## src/rtl/piso_serializer_if.sv

```systemverilog
// piso_serializer_if: parallel word handshake in, serial bit stream out.
// Signals: din/din_valid/din_ready (word side), sout/sout_valid/sout_last/busy.
interface piso_serializer_if #(
  parameter int WIDTH = 8
) ();

  logic [WIDTH-1:0] din;
  logic             din_valid;
  logic             din_ready;
  logic             sout;
  logic             sout_valid;
  logic             sout_last;
  logic             busy;

  modport master (
    output din,
    output din_valid,
    input  din_ready,
    input  sout,
    input  sout_valid,
    input  sout_last,
    input  busy
  );

  modport slave (
    input  din,
    input  din_valid,
    output din_ready,
    output sout,
    output sout_valid,
    output sout_last,
    output busy
  );

endinterface

```

## src/rtl/piso_serializer.sv

```systemverilog
// piso_serializer: WIDTH-bit words in over valid/ready, one bit per clk out.
// Ports: clk, rst_n (async active-low), bus (slave modport of piso_serializer_if).
module piso_serializer #(
  parameter int WIDTH     = 8,
  parameter int MSB_FIRST = 1
) (
  input logic              clk,
  input logic              rst_n,
  piso_serializer_if.slave bus
);

  localparam int CW = (WIDTH > 2) ? $clog2(WIDTH) : 1;
  localparam logic [CW-1:0] LAST = CW'(WIDTH - 1);

  typedef enum logic {
    IDLE  = 1'b0,
    SHIFT = 1'b1
  } state_t;

  state_t           state_q;
  state_t           state_d;
  logic [WIDTH-1:0] shreg_q;
  logic [WIDTH-1:0] shreg_d;
  logic [WIDTH-1:0] hold_q;
  logic [WIDTH-1:0] hold_d;
  logic [CW-1:0]    cnt_q;
  logic [CW-1:0]    cnt_d;
  logic             full_q;
  logic             full_d;

  logic             active;
  logic             is_last;
  logic             accept;
  logic             out_bit;
  logic [WIDTH-1:0] shifted;

  assign active  = (state_q == SHIFT);
  assign is_last = active && (cnt_q == LAST);
  assign accept  = bus.din_valid && !full_q;

  // Shift toward whichever end feeds sout, zero fill.
  assign shifted = (MSB_FIRST != 0)
                 ? {shreg_q[WIDTH-2:0], 1'b0}
                 : {1'b0, shreg_q[WIDTH-1:1]};

  assign out_bit = (MSB_FIRST != 0)
                 ? shreg_q[WIDTH-1]
                 : shreg_q[0];

  assign bus.din_ready  = !full_q;
  assign bus.sout       = active && out_bit;
  assign bus.sout_valid = active;
  assign bus.sout_last  = is_last;
  assign bus.busy       = active || full_q;

  always_ff @(posedge clk or negedge rst_n) begin
    if (!rst_n) begin
      state_q <= IDLE;
      shreg_q <= '0;
      hold_q  <= '0;
      cnt_q   <= '0;
      full_q  <= 1'b0;
    end else begin
      state_q <= state_d;
      shreg_q <= shreg_d;
      hold_q  <= hold_d;
      cnt_q   <= cnt_d;
      full_q  <= full_d;
    end
  end

  always_comb begin
    state_d = state_q;
    shreg_d = shreg_q;
    hold_d  = hold_q;
    cnt_d   = cnt_q;
    full_d  = full_q;
    unique case (state_q)
      IDLE: begin
        if (accept) begin
          shreg_d = bus.din;
          cnt_d   = '0;
          state_d = SHIFT;
        end
      end
      SHIFT: begin
        unique case (1'b1)
          !is_last: begin
            shreg_d = shifted;
            cnt_d   = cnt_q + 1'b1;
            if (accept) begin
              hold_d = bus.din;
              full_d = 1'b1;
            end
          end
          is_last && full_q: begin
            shreg_d = hold_q;
            cnt_d   = '0;
            full_d  = 1'b0;
          end
          // Empty buffer: a word offered now goes
          // straight into the shifter, no gap bit.
          is_last && !full_q && accept: begin
            shreg_d = bus.din;
            cnt_d   = '0;
          end
          default: begin
            shreg_d = '0;
            cnt_d   = '0;
            state_d = IDLE;
          end
        endcase
      end
      default: begin
        state_d = IDLE;
      end
    endcase
  end

  a_full_implies_active: assert property (
    @(posedge clk) disable iff (!rst_n)
    full_q |-> active
  );

  a_no_accept_when_full: assert property (
    @(posedge clk) disable iff (!rst_n)
    full_q |-> !accept
  );

  a_cnt_in_range: assert property (
    @(posedge clk) disable iff (!rst_n)
    cnt_q <= LAST
  );

endmodule

```

## src/flat_wrapper.sv

```systemverilog
// flat-port wrapper written by rule: the top's interface ports become plain ports
module piso_serializer_flat 
#(
  parameter int WIDTH     = 8,
  parameter int MSB_FIRST = 1
)
  (clk, rst_n, bus_din, bus_din_valid, bus_din_ready, bus_sout, bus_sout_valid, bus_sout_last, bus_busy);
  piso_serializer_if #(.WIDTH(WIDTH)) bus_i ();
  input logic clk;
  input logic rst_n;
  input wire logic [$bits(bus_i.din)-1:0] bus_din;
  input wire logic [$bits(bus_i.din_valid)-1:0] bus_din_valid;
  output wire logic [$bits(bus_i.din_ready)-1:0] bus_din_ready;
  output wire logic [$bits(bus_i.sout)-1:0] bus_sout;
  output wire logic [$bits(bus_i.sout_valid)-1:0] bus_sout_valid;
  output wire logic [$bits(bus_i.sout_last)-1:0] bus_sout_last;
  output wire logic [$bits(bus_i.busy)-1:0] bus_busy;
  assign bus_i.din = bus_din;
  assign bus_i.din_valid = bus_din_valid;
  assign bus_din_ready = bus_i.din_ready;
  assign bus_sout = bus_i.sout;
  assign bus_sout_valid = bus_i.sout_valid;
  assign bus_sout_last = bus_i.sout_last;
  assign bus_busy = bus_i.busy;
  piso_serializer #(.WIDTH(WIDTH), .MSB_FIRST(MSB_FIRST)) u_core (.clk(clk), .rst_n(rst_n), .bus(bus_i));
endmodule
```

## config.mk

```make
export PLATFORM = sky130hd
export DESIGN_NAME = piso_serializer_flat
export DESIGN_NICKNAME = d
export VERILOG_FILES = /design/src/rtl/piso_serializer_if.sv /design/src/rtl/piso_serializer.sv /design/src/flat_wrapper.sv
export SDC_FILE = /design/constraint.sdc
export NUM_CORES = 1
export LEC_CHECK = 0
export CELL_PAD_IN_SITES_DETAIL_PLACEMENT = 1
export CELL_PAD_IN_SITES_GLOBAL_PLACEMENT = 2
export CORE_MARGIN = 2
export CORE_UTILIZATION = 30
export CTS_BUF_LIST = sky130_fd_sc_hd__clkbuf_16
export DETAILED_ROUTE_END_ITERATION = 16
export PLACE_DENSITY = 0.66
export SYNTH_ARGS = -nofsm -noshare
export SYNTH_HDL_FRONTEND = slang
export SYNTH_SLANG_ARGS = --single-unit
```

## constraint.sdc

```tcl
create_clock -name clk -period 2 [get_ports clk]
set_input_delay 0.6 -clock clk [delete_from_list [all_inputs] [get_ports clk]]
set_output_delay 0.6 -clock clk [all_outputs]
set_load 0.02 [all_outputs]
```

==> impl_results.md <==
- TritonRoute pass-1 iters: 4
- Worst-path clk slew: 60 ps
- First-pass GRT wire length: 4530 um
- Bufs and invs on worst path: 1
- Syn nets: 122
- Chip width: 65.5 um
- Max cap viols: 0
- Crit-path max cell delay: 380 ps
- Synth-to-Final Area Change: 30.4%
- Peak supply drop: 420 uV
- Synth top area cells: dfrtp_1 46%, mux2_2 7.9%, mux2i_1 6.2%
- Crit path max fanout: 2
- Yosys reg bits: 21
- # port buffers: 15
- Clk_lat worst skew: 250 ps
- Clock sink count: 21
- Initial Utilization: 0.310
- Root buf cell: clkbuf_16
- Initial antenna violation count: 0
- Nets: 148
- Pwr Total: 2.01 mW
- CTS max path bufs: 2
- Max-slew violation count: 0
- Core area: 0.00366 mm^2
- Crit path cell chain: ha_1 -> ha_1 -> and2_1 -> buf_2
- Inserted Clock Buffers: 3
- Vias in the first global route: 898
- Cell taking the most area after synthesis: dfrtp_1
- Post-Syn Area per Cell: 10.4 um^2
- Period minus WS final: 1930 ps
- Status: finished clean
- Sequential area share after synthesis: 0.463
- Remaining antenna violation count: 0
- CP Capture Type: output pin
- Die area: 0.00429 mm^2
- Setup total negative slack: 0 ps
- Worst Path Required: 1400 ps
- Slew @ Worst Pin: 281 ps
- Unrepaired setup endpoints after global routing: false
- Most used cell, CP: ha_1
- Placement row count: 22
- Critical Path AT: 1330 ps
- Number of vias per cell: 4.84
- Critical path's slowest cell: dfrtp_1
- Crit-path leading delay family: flip-flops
- Skew final: 1.12 ps
- DR vias: 880
- CTS tree: built
- CTS H-Tree Depth: 1
- Post-DP HPWL: 1810 um
- IO Pins: 16
- Crit Path Category: reg -> out
- Post-synthesis cell count: 109
- Slew HR: 0.813
- DR iter-0 viols: 39
- Wire length per cell: 14.7 um
- Global Route Usage Sum: 0.142
- Die Span Y: 65.5 um
- PwrDens: 1360 mW/mm^2
- Leakage: 0.710 nW
- # DRC: 0
- Hold WC Path Type: reg -> reg
- Synth top area share: 0.463
- # diodes: 0
- Layout cell share with drive strength beyond 1: 0.246
- Final Setup Violations: 0
- Yosys cell types: 27
- Final hold violations: 0
- Routability cong.: 0.705
- Routed wire length: 2670 um
- Gr ovfl total: 0
- Syn. warnings: 0
- Crit path launch type: flop
- Period utilisation layout: 0.967
- Mapped cell area: 0.00113 mm^2
- Pin count of the biggest net entering global routing: 22
- Fmax: 517 MHz
-- state kept, by name, indices dropped and copies added (netlist names) --
signal / flops
u_core.hold_q: 8
u_core.bus.sout_valid: 1
u_core.shreg_q: 8
u_core.full_q: 1
u_core.cnt_q: 3
-- layout by cell type, fill, tap and decap left out, types with 2 or more instances in the layout --
| cell type | n |
|---|---|
| and3_1 | 7 |
| mux2_2 | 8 |
| nor2b_1 | 3 |
| o21ai_0 | 10 |
| and2b_1 | 4 |
| nor2_1 | 3 |
| inv_1 | 3 |
| mux2i_1 | 7 |
| nand2_1 | 15 |
| o211ai_1 | 7 |
| dlygate4sd2_1 | 2 |
| clkbuf_16 | 3 |
| buf_4 | 14 |
| and2_1 | 2 |
| dfrtp_1 | 20 |
| ha_1 | 2 |
| clkdlybuf4s50_1 | 12 |
-- logic make-up after synthesis --
kind of cell / count (synthesis) / synth area share
and+or+nand+nor: 39 / 0.192
AOI/OAI and AO/OA: 21 / 0.120
DFF: 21 / 0.463
muxes: 15 / 0.141
buffers and inverters: 11 / 0.0617
adders and majority gates: 2 / 0.0220
-- area by class of cell --
| class | instances | area [um^2] |
|---|---|---|
| clock buffers | 3 | 75.1 |
| clock inverters | 1 | 3.75 |
| well taps | 48 | 60.1 |
| multi-input cells | 77 | 539 |
| inverters | 2 | 7.51 |
| repair buffers | 30 | 268 |
| fillers | 424 | 2180 |
| flip-flops and latches | 21 | 527 |
-- power breakdown --
part / switching [mW] / total (mW) / internal (mW)
combinational: 0.416 / 0.873 / 0.457
sequential: 0.101 / 0.719 / 0.617
clock: 0.154 / 0.421 / 0.266
-- layer usage --
| metal | share of wire | up-vias | track usage |
|---|---|---|---|
| li1 | - | 428 | - |
| met1 | 0.50 | 438 | 0.198 |
| met2 | 0.46 | 10 | 0.222 |
| met5 | 0 | - | 0 |
| met3 | 0.024 | 4 | 0.0205 |
| met4 | 0.0090 | 0 | 0.0547 |
-- through the flow --
stage	area [um^2]	cells	hold WS [ps]	worst slack, ps	util
after floorplan	1130	109	304	264	-
after global placement	1400	177	485	-26.7	0.382
after detailed placement	1400	177	490	-58.0	0.382
after CTS	1470	181	504	43.5	0.402
after global routing	1480	182	522	8.08	0.404
final	1480	182	498	65.6	0.404
-- cells in the mapped netlist --
master / number
dfrtp_1: 21
nand2_1: 15
o21ai_0: 10
mux2_2: 8
and3_1: 7
mux2i_1: 7
o211ai_1: 7
clkbuf_1: 5
and2b_1: 4
nor2_1: 3
nor2b_1: 3
and2_1: 2
ha_1: 2
inv_1: 2
a21o_1: 1
a21oi_1: 1
a221oi_2: 1
and3b_2: 1
buf_12: 1
buf_2: 1
buf_4: 1
buf_6: 1
nand2_2: 1
nand2b_1: 1
nor3_4: 1
o22ai_1: 1
or2_2: 1
-- timing repair --
item / CTS / global route
setup endpoints to repair: 3 / 1
hold buffers: 0 / 0
buffers inserted: 0 / 1
pin swaps: 0 / 0
resized for setup: 7 / 0
-- final timing paths --
| kind | start | end | slack, ps | cells after the start |
|---|---|---|---|---|
| setup / recovery | u_core.cnt_q[0] | bus_sout_last | 70 | 4 |
| hold / removal | u_core.hold_q[2] | u_core.hold_q[2] | 500 | 1 |
| setup reg to reg | u_core.cnt_q[0] | u_core.hold_q[6] | 180 | 6 |
| hold reg to reg | u_core.hold_q[2] | u_core.hold_q[2] | 500 | 1 |
| max in group asynchronous | rst_n | u_core.bus.sout_valid | 1070 | 2 |
| min in group asynchronous | rst_n | u_core.shreg_q[4] | 690 | 2 |
No activity file was read; power rests on OpenSTA's default activity.
